## config.mk

```make
export PLATFORM = sky130hd
export DESIGN_NAME = alu_ctrl_seq
export DESIGN_NICKNAME = d
export VERILOG_FILES = /design/src/rtl/alu_pkg.sv /design/src/rtl/alu_decode.sv /design/src/rtl/alu_ctrl_seq.sv
export SDC_FILE = /design/constraint.sdc
export NUM_CORES = 1
export LEC_CHECK = 0
export BUFFER_PORTS_ARGS = -buffer_cell sky130_fd_sc_hd__buf_2
export CORE_UTILIZATION = 54
export CTS_CLUSTER_DIAMETER = 100
export CTS_CLUSTER_SIZE = 8
export DETAILED_ROUTE_END_ITERATION = 6
export GPL_ROUTABILITY_DRIVEN = 0
export PLACE_DENSITY = 0.84
export SETUP_SLACK_MARGIN = 0.02
export SLEW_MARGIN = 10
export SYNTH_ARGS = -nofsm -noshare
export SYNTH_HDL_FRONTEND = slang
export SYNTH_SLANG_ARGS = --single-unit
```

## constraint.sdc

```tcl
create_clock -name clk -period 5.1 [get_ports clk]
set_clock_uncertainty 0.15 [all_clocks]
set_input_delay 0.765 -clock clk [delete_from_list [all_inputs] [get_ports clk]]
set_output_delay 0.765 -clock clk [all_outputs]
set_load 0.02 [all_outputs]
```

## src/rtl/alu_pkg.sv

```systemverilog
// Shared ALUOp codes, instruction field constants and the decoded control bundle
// for the issue-side ALU control stage.
package alu_pkg;

  localparam logic [3:0] ALU_NONE  = 4'b0000;
  localparam logic [3:0] ALU_NOR   = 4'b0001;
  localparam logic [3:0] ALU_ADD   = 4'b0010;
  localparam logic [3:0] ALU_SUB   = 4'b0011;
  localparam logic [3:0] ALU_SLL   = 4'b0100;
  localparam logic [3:0] ALU_SRL   = 4'b0101;
  localparam logic [3:0] ALU_XOR   = 4'b0110;
  localparam logic [3:0] ALU_SLT   = 4'b0111;
  localparam logic [3:0] ALU_AND   = 4'b1000;
  localparam logic [3:0] ALU_XNOR  = 4'b1001;
  localparam logic [3:0] ALU_PASSA = 4'b1010;
  localparam logic [3:0] ALU_SRA   = 4'b1100;
  localparam logic [3:0] ALU_MULT  = 4'b1101;
  localparam logic [3:0] ALU_OR    = 4'b1110;

  localparam logic [5:0] OP_RTYPE = 6'h00;
  localparam logic [5:0] OP_BEQ   = 6'h04;
  localparam logic [5:0] OP_ADDI  = 6'h08;
  localparam logic [5:0] OP_SLTI  = 6'h0A;
  localparam logic [5:0] OP_ANDI  = 6'h0C;
  localparam logic [5:0] OP_ORI   = 6'h0D;
  localparam logic [5:0] OP_XORI  = 6'h0E;
  localparam logic [5:0] OP_LUI   = 6'h0F;
  localparam logic [5:0] OP_LW    = 6'h23;
  localparam logic [5:0] OP_SW    = 6'h2B;

  localparam logic [5:0] FN_SLL  = 6'h00;
  localparam logic [5:0] FN_SRL  = 6'h02;
  localparam logic [5:0] FN_SRA  = 6'h03;
  localparam logic [5:0] FN_MULT = 6'h18;
  localparam logic [5:0] FN_ADD  = 6'h20;
  localparam logic [5:0] FN_ADDU = 6'h21;
  localparam logic [5:0] FN_SUB  = 6'h22;
  localparam logic [5:0] FN_SUBU = 6'h23;
  localparam logic [5:0] FN_AND  = 6'h24;
  localparam logic [5:0] FN_OR   = 6'h25;
  localparam logic [5:0] FN_XOR  = 6'h26;
  localparam logic [5:0] FN_NOR  = 6'h27;
  localparam logic [5:0] FN_SLT  = 6'h2A;

  localparam logic [4:0] LUI_SHAMT = 5'd16;

  typedef struct packed {
    logic [3:0] alu_op;
    logic       srcb_imm;
    logic [4:0] shamt_o;
    logic       illegal;
  } alu_ctrl_t;

  typedef enum logic {
    ST_RUN   = 1'b0,
    ST_MWAIT = 1'b1
  } seq_state_t;

  function automatic alu_ctrl_t mk_ctrl(input logic [3:0] op, input logic imm,
                                        input logic [4:0] sh);
    alu_ctrl_t c;
    c.alu_op   = op;
    c.srcb_imm = imm;
    c.shamt_o  = sh;
    c.illegal  = 1'b0;
    return c;
  endfunction

endpackage

```

## src/rtl/alu_decode.sv

```systemverilog
// Combinational opcode/funct/shamt decode into the ALU control bundle.
module alu_decode
  import alu_pkg::*;
(
  input  logic [5:0] opcode,
  input  logic [5:0] funct,
  input  logic [4:0] shamt,
  output alu_ctrl_t  ctrl
);

  always_comb begin
    // Unsupported encodings fall through to NONE with the illegal flag set.
    ctrl         = '0;
    ctrl.illegal = 1'b1;
    if (opcode == OP_RTYPE) begin
      case (funct)
        FN_ADD, FN_ADDU: ctrl = mk_ctrl(ALU_ADD,  1'b0, '0);
        FN_SUB, FN_SUBU: ctrl = mk_ctrl(ALU_SUB,  1'b0, '0);
        FN_AND:          ctrl = mk_ctrl(ALU_AND,  1'b0, '0);
        FN_OR:           ctrl = mk_ctrl(ALU_OR,   1'b0, '0);
        FN_XOR:          ctrl = mk_ctrl(ALU_XOR,  1'b0, '0);
        FN_NOR:          ctrl = mk_ctrl(ALU_NOR,  1'b0, '0);
        FN_SLT:          ctrl = mk_ctrl(ALU_SLT,  1'b0, '0);
        FN_SLL:          ctrl = mk_ctrl(ALU_SLL,  1'b0, shamt);
        FN_SRL:          ctrl = mk_ctrl(ALU_SRL,  1'b0, shamt);
        FN_SRA:          ctrl = mk_ctrl(ALU_SRA,  1'b0, shamt);
        FN_MULT:         ctrl = mk_ctrl(ALU_MULT, 1'b0, '0);
        default: ;
      endcase
    end else begin
      case (opcode)
        OP_ADDI, OP_LW, OP_SW: ctrl = mk_ctrl(ALU_ADD, 1'b1, '0);
        OP_ANDI:               ctrl = mk_ctrl(ALU_AND, 1'b1, '0);
        OP_ORI:                ctrl = mk_ctrl(ALU_OR,  1'b1, '0);
        OP_XORI:               ctrl = mk_ctrl(ALU_XOR, 1'b1, '0);
        OP_SLTI:               ctrl = mk_ctrl(ALU_SLT, 1'b1, '0);
        OP_LUI:                ctrl = mk_ctrl(ALU_SLL, 1'b1, LUI_SHAMT);
        OP_BEQ:                ctrl = mk_ctrl(ALU_SUB, 1'b0, '0);
        default: ;
      endcase
    end
  end

endmodule

```

## src/rtl/alu_ctrl_seq.sv

```systemverilog
// Issue-side ALU control stage: one register stage behind a valid/ready handshake,
// stalling issue while the multi-cycle multiplier runs.
module alu_ctrl_seq
  import alu_pkg::*;
#(
  parameter int unsigned MULT_CYCLES = 4,
  parameter int unsigned CNT_W       = 4
) (
  input  logic       clk,
  input  logic       reset_n,
  input  logic       in_valid,
  output logic       in_ready,
  input  logic [5:0] opcode,
  input  logic [5:0] funct,
  input  logic [4:0] shamt,
  output logic       out_valid,
  input  logic       out_ready,
  output logic [3:0] alu_op,
  output logic       srcb_imm,
  output logic [4:0] shamt_o,
  output logic       illegal,
  output logic       mul_start,
  output logic       busy
);

  alu_ctrl_t  dec;
  alu_ctrl_t  ctrl_q;
  seq_state_t state, state_nx;
  logic [CNT_W-1:0] cnt, cnt_nx;
  logic accept;
  logic mul_hs;

  alu_decode u_decode (
    .opcode (opcode),
    .funct  (funct),
    .shamt  (shamt),
    .ctrl   (dec)
  );

  always_comb begin
    state_nx  = state;
    cnt_nx    = cnt;
    mul_hs    = (state == ST_RUN) && out_valid && out_ready && (ctrl_q.alu_op == ALU_MULT);
    mul_start = mul_hs;
    busy      = (state == ST_MWAIT);
    // A MULT leaving the register blocks any same-cycle issue behind it.
    in_ready  = (state == ST_RUN) && (!out_valid || out_ready) && !mul_hs;
    accept    = in_valid && in_ready;
    case (state)
      ST_RUN: begin
        if (mul_hs) begin
          state_nx = ST_MWAIT;
          cnt_nx   = CNT_W'(MULT_CYCLES);
        end
      end
      ST_MWAIT: begin
        if (cnt == CNT_W'(1)) begin
          state_nx = ST_RUN;
          cnt_nx   = '0;
        end else begin
          cnt_nx = cnt - CNT_W'(1);
        end
      end
      default: begin
        state_nx = ST_RUN;
        cnt_nx   = '0;
      end
    endcase
  end

  always_ff @(posedge clk or negedge reset_n) begin
    if (!reset_n) begin
      state <= ST_RUN;
      cnt   <= '0;
    end else begin
      state <= state_nx;
      cnt   <= cnt_nx;
    end
  end

  always_ff @(posedge clk or negedge reset_n) begin
    if (!reset_n) begin
      out_valid <= 1'b0;
      ctrl_q    <= '0;
    end else if (accept) begin
      out_valid <= 1'b1;
      ctrl_q    <= dec;
    end else if (out_valid && out_ready) begin
      out_valid <= 1'b0;
    end
  end

  assign alu_op   = ctrl_q.alu_op;
  assign srcb_imm = ctrl_q.srcb_imm;
  assign shamt_o  = ctrl_q.shamt_o;
  assign illegal  = ctrl_q.illegal;

endmodule

```

Yosys cells after proc, flatten, opt, wreduce, memory -nomap -nowiden
Cells that the tools add are included.
{ "word_totals": {"out_inout_bits": 15, "word_cells": 60, "regBits": 17} }
{ "op_classes": {"bitwise_logic": 1, "add_sub_neg": 1, "mux": 11, "n_eq_ne": 24, "n_reduce_logical": 16} }
{ "ops": {"columns": ["cell", "n"], "rows": [
  ["$pmux 11 s11", 1],
  ["$pmux 11 s7", 1],
  ["$eq 6x6->1 const B", 11],
  ["$eq 6x4->1 const B", 6],
  ["$eq 6x2->1 const B", 2],
  ["$logic_not 6->1", 2],
  ["$mux 11", 1],
  ["$mux 4", 2],
  ["$pmux 4 s2", 1],
  ["$logic_and 1x1->1", 7],
  ["$eq 6x3->1 const B", 1],
  ["$eq 6x5->1 const B", 1],
  ["$eq 4x1->1 const B", 1],
  ["$eq 4x4->1 const B", 1],
  ["$mux 1", 4],
  ["$reduce_or 2->1", 2],
  ["$sub 4x1->4 const B", 1],
  ["$reduce_or 3->1", 1],
  ["$logic_not 1->1", 2],
  ["$ne 2x2->1 const B", 1],
  ["$pmux 1 s2", 1],
  ["$reduce_bool 2->1", 1],
  ["$logic_or 1x1->1", 1],
  ["$not 1->1", 1]
]} }

Depth between registers and ports, before layout
Gate-level depths: netlist of the first run.
{ "logic_depth": {"word_depth": 8, "mapped_depth": 6, "ltp_nobuf": 5} }

Modules after synthesis
From an unflattened synthesis of the first run, not the netlist that was laid out.
{ "hier_totals": {"cells_unflattened": 158, "hier_area_um2": 1407.6} }
{ "modules_own_cells": {"columns": ["mod", "seq_area_each_um2", "cells_per_inst", "area_each_um2", "instances"], "rows": [
  ["alu_ctrl_seq", 425.4, 86, 923.4, 1],
  ["alu_decode", 0.0, 72, 484.2, 1]
]} }

Worst setup path before layout of the first run
OpenSTA, ideal clock, no wires.
{ "synth_path": {"path_type": "input port to output port", "startpoint": "input port out_ready", "endpoint": "output port in_ready", "path_stages": 2, "arrival_time_ns": 1.570, "path_buffers": 0, "required_time_ns": 4.185, "slack_ns": 2.615, "path_cell_list": "a31oi_1 > a21boi_0"} }
{ "synth_via": {"elab_chain_cells": 4} }
{ "synth_rtl": {"columns": ["element", "line", "rtl"], "rows": [
  ["start, declared", "alu_ctrl_seq.sv:17", "input logic out_ready,"],
  ["$logic_and 1x1->1 (2 in series)", "alu_ctrl_seq.sv:43", "mul_hs = (state == ST_RUN) && out_valid && out_ready && (ctrl_q.alu_op == ALU_MULT);"],
  ["$logic_not 1->1", "alu_ctrl_seq.sv:47", "in_ready = (state == ST_RUN) && (!out_valid || out_ready) && !mul_hs;"],
  ["$logic_and 1x1->1 *", "alu_ctrl_seq.sv:47", null],
  ["end, declared", "alu_ctrl_seq.sv:12", "output logic in_ready,"]
]} }
Every way passes the cells marked *; elsewhere a longest branch is shown, timed or not.

Worst setup path after layout of the first run
{ "layout_path": {"startpoint": "register ctrl_q, in the netlist alu_op[3]", "endpoint": "output port in_ready"} }
{ "layout_via": {"elab_chain_cells": 4} }
{ "layout_rtl": {"columns": ["element", "line", "rtl"], "rows": [
  ["start, declared", "alu_ctrl_seq.sv:27", "alu_ctrl_t ctrl_q;"],
  ["start signal, assigned", "alu_ctrl_seq.sv:84", "ctrl_q <= '0;"],
  ["start signal, assigned", "alu_ctrl_seq.sv:87", "ctrl_q <= dec;"],
  ["$eq 4x4->1", "alu_ctrl_seq.sv:43", null],
  ["$logic_and 1x1->1", "alu_ctrl_seq.sv:43", null],
  ["$logic_not 1->1", "alu_ctrl_seq.sv:47", null],
  ["$logic_and 1x1->1", "alu_ctrl_seq.sv:47", null]
]} }
Every way passes these cells.

==> flow_metrics.tcl, run 1 <==
set metrics [dict create \
    outcome "finished clean" \
    insertion_delay_ps 290 \
    clkSlewWorstSetupHoldPaths_ps 100 \
    cts-buffers-inserted 3 \
    n_antenna_cell 0 \
    synth_top_flop_cell "dfrtp_1" \
    worst_ep_arrival_time_ps 1620 \
    first_global_vias 1089 \
    cts_buffer_depth 2 \
    numPortBuffers 35 \
    worstPathMaxFanout 4 \
    min_period_ps 2540 \
    ys_top_cells_by_count "22 x nand2_1, 17 x dfrtp_1, 17 x nor2_1, 14 x a21oi_1, 9 x clkbuf_1" \
    post_cts_buffers 0 \
    dr.pass1.iters 4 \
    layout-drive-gt1-share_pct 22.5 \
    first_iter_violations 42 \
    hold_class "input pin to async pin" \
    ant_nets 0 \
    wl_mm 2.69 \
    synth-edff-count 0 \
    ctsResizeCount 0 \
    grt_usage_pct 25.1 \
    syn-num-nets 174 \
    vias 1217 \
    timing.final.ws_setup_ps 2560 \
    power_density_nw_per_um2 385 \
    rows 16 \
    yosys.area.top_type_share_pct 36.4 \
    p_leak_uw 0.000678 \
    synth_seq_cells 17 \
    worst_pin_slew_ps 389 \
    cap_violations 0 \
    final.setup.tns_ps 0 \
    drc_errors 0 \
    via_per_inst 5.82 \
    period_share_pct 49.7 \
    syn_to_final_growth_pct 17.9 \
    yosysSeqAreaShare_pct 36.4 \
    cts_root_buffer "clkbuf_4" \
    fmax_mhz 394 \
    fin_nets 206 \
    core_area_sq_um 2000 \
    slew_headroom_pct 74.1 \
    grt_first_pass_wirelength_mm 4.75 \
    postSynthCellCount 151 \
    ys_types 39 \
    cp-end-kind "output pin" \
    synth_most_common_cell "nand2_1" \
    wl_per_cell_um 12.9 \
    ys_warn_count 0 \
    start_util_pct 58.4 \
    syn_area_sq_um 1170 \
    hold_viol_final 0 \
    cts_max_level 1 \
    antenna_found_initial 0 \
    io_pins 36 \
    yosys.area.top_type "dfrtp_1" \
    dieArea_sq_um 2360 \
    clock_sinks 17 \
    fp.dieH_um 48.5 \
    cts_tree "done" \
    grt_setup_unrepaired "no" \
    netlist_top_cells_area "dfrtp_1 36%, nand2_1 7.1%, a21oi_1 6.0%" \
    worstSetupPathType "flip-flop to output pin" \
    ctsHoldBuffers 0 \
    die_width_um 48.5 \
    dp_hpwl_mm 2.06 \
    synthArstFlopShare_pct 100 \
    place_ws_ps 2470 \
    syn_area_per_cell_sq_um 7.75 \
    setup_viol 0 \
    grt_overflow 0 \
    drv_slew 0 \
    grt_max_degree 18 \
    ir_worst_vdd_mv 0.232 \
    required_ps 4180 \
    cp-start-kind "flip-flop" \
]
cells by family after synthesis:
kind of cell | synth area share, %
adder cells (fa/ha/maj) | 2.14
AND/OR/NAND/NOR | 29.6
multiplexers | 1.71
AO/OA/AOI/OAI | 24.0
flip-flops | 36.4
buffers and inverters | 5.45
XOR/XNOR | 0.749
worst paths after layout:
check	startpoint	end	slack [ps]	depth (start not counted)
worst max register to register	alu_op[3]$_DFFE_PN0P_	alu_op[1]$_DFFE_PN0P_	3200	6
worst max-delay path	alu_op[3]$_DFFE_PN0P_	in_ready	2560	4
max in group asynchronous	reset_n	cnt[2]$_DFFE_PN0P_	4290	1
worst min register to register	shamt_o[0]$_DFFE_PN0P_	shamt_o[0]$_DFFE_PN0P_	320	2
min in group clk	shamt_o[0]$_DFFE_PN0P_	shamt_o[0]$_DFFE_PN0P_	320	2
worst min-delay path	reset_n	cnt[0]$_DFFE_PN0P_	230	1
per-layer routing:
| layer | share of wire [%] | track usage [%] | up-vias |
|---|---|---|---|
| li1 | - | - | 600 |
| met1 | 45 | 31.9 | 573 |
| met2 | 50 | 44.8 | 42 |
| met3 | 4.5 | 2.83 | 2 |
| met4 | 0.48 | 7.35 | 0 |
| met5 | 0 | 0 | - |
cell usage in the layout (no fill, tap or decap), types with 2 or more instances in the layout:
cell type	n
o21ai_0	8
o31ai_1	2
nor3_1	4
a21oi_1	14
nor2_1	17
buf_2	35
mux2i_1	2
a31oi_1	3
o21bai_1	2
clkbuf_4	3
inv_1	8
ha_1	2
nand2b_1	4
nand4_1	2
nand4b_1	2
or3_1	2
nand3_1	8
nor2b_1	2
a21o_1	2
dfrtp_1	17
nand2_1	22
critical path: stages (launching register included):
cell      delay (ps)
dfrtp_1          410
and4b_1          210
a31oi_1          320
a21boi_0         210
buf_2            180
state kept, by name (all words and copies together) (netlist names):
name,cells
alu_op,4
cnt,4
out_valid,1
busy,1
illegal,1
shamt_o,5
srcb_imm,1
power by group:
part / internal (uW) / leakage, uW / total [uW] / switching [uW]
Combinational: 89.6 / 0.000446 / 235 / 145
Sequential: 179 / 0.000217 / 225 / 45.2
Clock: 30.3 / 0.0000150 / 71.6 / 41.2
Total: 299 / 0.000678 / 531 / 232
cell type report:
type                            count  area, sq um
Inverter                            8         30.0
Fill cell                         170          623
Sequential cell                    17          425
Clock buffer                        4         26.3
Multi-Input combinational cell    117          681
Timing Repair Buffer               36          183
Tap cell                           27         33.8
stage by stage:
| step | hold slack, ps | instance area [sq um] | total power, uW | std cells | util (%) |
|---|---|---|---|---|---|
| floorplan | 319 | 1170 | 379 | 151 | - |
| global placement | 296 | 1350 | 448 | 205 | 67.6 |
| detailed placement | 301 | 1350 | 461 | 205 | 67.6 |
| CTS | 236 | 1380 | 532 | 209 | 68.9 |
| global route | 242 | 1380 | 570 | 209 | 68.9 |
| finish | 227 | 1380 | 531 | 209 | 68.9 |
No activity file was read; power rests on OpenSTA's default activity.
==> inputs of run 2 (changes only) <==
--- a/config.mk
+++ b/config.mk
@@ -5,13 +5,14 @@
 export SDC_FILE = /design/constraint.sdc
 export NUM_CORES = 1
 export LEC_CHECK = 0
+export ABC_AREA = 1
 export BUFFER_PORTS_ARGS = -buffer_cell sky130_fd_sc_hd__buf_2
-export CORE_UTILIZATION = 54
+export CORE_UTILIZATION = 51
 export CTS_CLUSTER_DIAMETER = 100
 export CTS_CLUSTER_SIZE = 8
 export DETAILED_ROUTE_END_ITERATION = 6
 export GPL_ROUTABILITY_DRIVEN = 0
-export PLACE_DENSITY = 0.84
+export PLACE_DENSITY = 0.79
 export SETUP_SLACK_MARGIN = 0.02
 export SLEW_MARGIN = 10
 export SYNTH_ARGS = -nofsm -noshare
==> constraint.sdc (replaced) <==
create_clock -name clk -period 2.55 [get_ports clk]
set_clock_uncertainty 0.15 [all_clocks]
set_input_delay 0.3825 -clock clk [delete_from_list [all_inputs] [get_ports clk]]
set_output_delay 0.3825 -clock clk [all_outputs]
set_load 0.02 [all_outputs]
==> flow_metrics.tcl, run 2 <==
set metrics [dict create \
    outcome "finished clean" \
    ctsResizeCount 0 \
    clock_sinks 17 \
    antenna_found_initial 0 \
    postSynthCellCount 181 \
    largest_reg_flops 5 \
    start_util_pct 54.3 \
    numPortBuffers 35 \
    total_power_uw 548 \
    grt_usage_pct 22.7 \
    crit_chain "nor2_1 -> nand3_1 -> nor2_2 -> inv_2 -> nand2_2 -> inv_2 -> buf_2" \
    hold_class "input pin to flip-flop" \
    io_pins 36 \
    worst_path_max_delay_cell "dfrtp_1" \
    hold_viol_final 0 \
    synth_seq_cells 17 \
    required_ps 2020 \
    ys_types 22 \
    critPathMostFrequentCell "inv_2" \
    ys_top_cells_by_count "70 x nand2_1, 25 x inv_1, 20 x nor2_1, 17 x dfrtp_1, 15 x nand3_1" \
    layout_common_cells "70 x nand2_1, 35 x buf_2, 25 x inv_1, 20 x nor2_1, 17 x dfrtp_1" \
    die_width_um 50.5 \
    ant_nets 0 \
    wl_mm 2.55 \
    cp-end-kind "output pin" \
    p_leak_uw 0.000862 \
    yosys.area.top_type_share_pct 35.4 \
    post_cts_buffers 0 \
    ys_warn_count 0 \
    seq_area_sq_um 425 \
    first_iter_violations 21 \
    yosys.area.top_type "dfrtp_1" \
    synthArstFlopShare_pct 100 \
    ir_worst_vdd_mv 0.200 \
    n_fill_cell 206 \
    grt_max_degree 20 \
    dieArea_sq_um 2550 \
    fin_hold_ws_ps 167 \
    syn_to_final_growth_pct 19.3 \
    worst_ep_arrival_time_ps 1370 \
    core_area_sq_um 2210 \
    syn_area_per_cell_sq_um 6.64 \
    reg2reg_from "busy$_DFF_PN0_" \
    clkSlewWorstSetupHoldPaths_ps 100 \
    placed_cells_incl_taps 243 \
    cap_violations 0 \
    synth_most_common_cell "nand2_1" \
    dp_hpwl_mm 2.14 \
    worstPathMaxFanout 5 \
    cts-buffers-inserted 3 \
    drc_errors 0 \
    dr.pass1.iters 4 \
    slowest_delay_ps 420 \
    layout_commonest_cell "nand2_1" \
    netlist_top_cells_area "dfrtp_1 35%, nand2_1 22%, inv_1 7.8%" \
    crit_start "busy$_DFF_PN0_" \
    drv_slew 0 \
    grt_first_pass_wirelength_mm 4.42 \
    fp.dieH_um 50.5 \
    stdcell_count 248 \
    cts_max_level 1 \
    setup_viol 0 \
    ctsHoldBuffers 1 \
    fin_nets 244 \
    min_period_ps 1900 \
    fmax_mhz 526 \
    yosysSeqAreaShare_pct 35.4 \
    synth-edff-count 0 \
    syn_area_sq_um 1200 \
    first_global_vias 1119 \
    rows 17 \
    path_buf_inv 3 \
    syn-num-nets 204 \
    slew_headroom_pct 75.2 \
    insertion_delay_ps 290 \
    vias 1229 \
    cts_tree "done" \
    cp_top_family "flip-flops" \
    cp-start-kind "flip-flop" \
    final.setup.tns_ps 0 \
    cts_root_buffer "clkbuf_4" \
    multi_input_area_sq_um 656 \
    min_from "shamt[2]" \
    grt_overflow 0 \
    final_cell_area_sq_um 1430 \
    cts_buffer_depth 2 \
    power_density_nw_per_um2 383 \
    wl_per_cell_um 10.3 \
    via_per_inst 4.96 \
    period_share_pct 74.5 \
    worstSetupPathType "flip-flop to output pin" \
    grt_setup_unrepaired "no" \
    n_antenna_cell 0 \
    synth_top_flop_cell "dfrtp_1" \
    worst_pin_slew_ps 372 \
    dpl_cell_area_sq_um 1400 \
    layout-drive-gt1-share_pct 23.6 \
]
==> run 2: changes by cell type in the layout (fill, tap and decap cells not counted), moves of 4 or more <==
cell      before  now
nand2_1       22   70
inv_1          8   25
a21oi_1       14    3
nand3_1        8   15
nand2b_1       4    0
==> run 2: worst paths after layout <==
path / to / slack (ps) / depth (start not counted)
max in group asynchronous: out_valid$_DFFE_PN0P_ / 1590 / 2
min in group asynchronous: alu_op[0]$_DFFE_PN0P_ / 390 / 2
hold reg to reg: illegal$_DFFE_PN0P_ / 330 / 2
setup / recovery: in_ready / 650 / 7
setup reg to reg: alu_op[1]$_DFFE_PN0P_ / 1020 / 10
hold / removal: shamt_o[2]$_DFFE_PN0P_ / 170 / 3
==> run 2: cell type report <==
cell class                 count  share of cell area, %
clock buffer                   4                   1.83
inverter                      28                   7.34
tap                           28                   2.45
sequential                    17                   29.7
timing repair buffer          36                   12.9
multi-input combinational    135                   45.8
==> run 2: cells by family after synthesis <==
group,Yosys count,share of synthesized area [%]
compound gates,15,7.40
xor+xnor,2,1.46
fa+ha+maj,2,2.08
buf+inv,29,10.0
flops,17,35.4
simple gates,116,43.6
==> run 2: power breakdown <==
part | switching, uW | internal (uW)
Clock | 79.5 | 60.8
Sequential | 7.02 | 280
Combinational | 79.8 | 41.6
Total | 166 | 382
==> run 2: tightest hold or removal path: stages <==
cell and delay, ps:
buf_2 90, nand2_1 50, o21ai_1 50
==> run 2: metal layers <==
layer,GRT usage [%],wire [um],up-vias
li1,-,-,635
met1,24.9,1070,561
met2,42.7,1350,27
met3,2.73,63,6
met4,10.6,61,0
met5,0,0,-
==> run 2: stage by stage <==
step | setup slack, ps | util [%]
detailed placement | 937 | 63.1
finish | 650 | 64.8
global placement | 1000 | 63.1
CTS | 645 | 64.8
floorplan | 867 | -
global route | 531 | 64.8
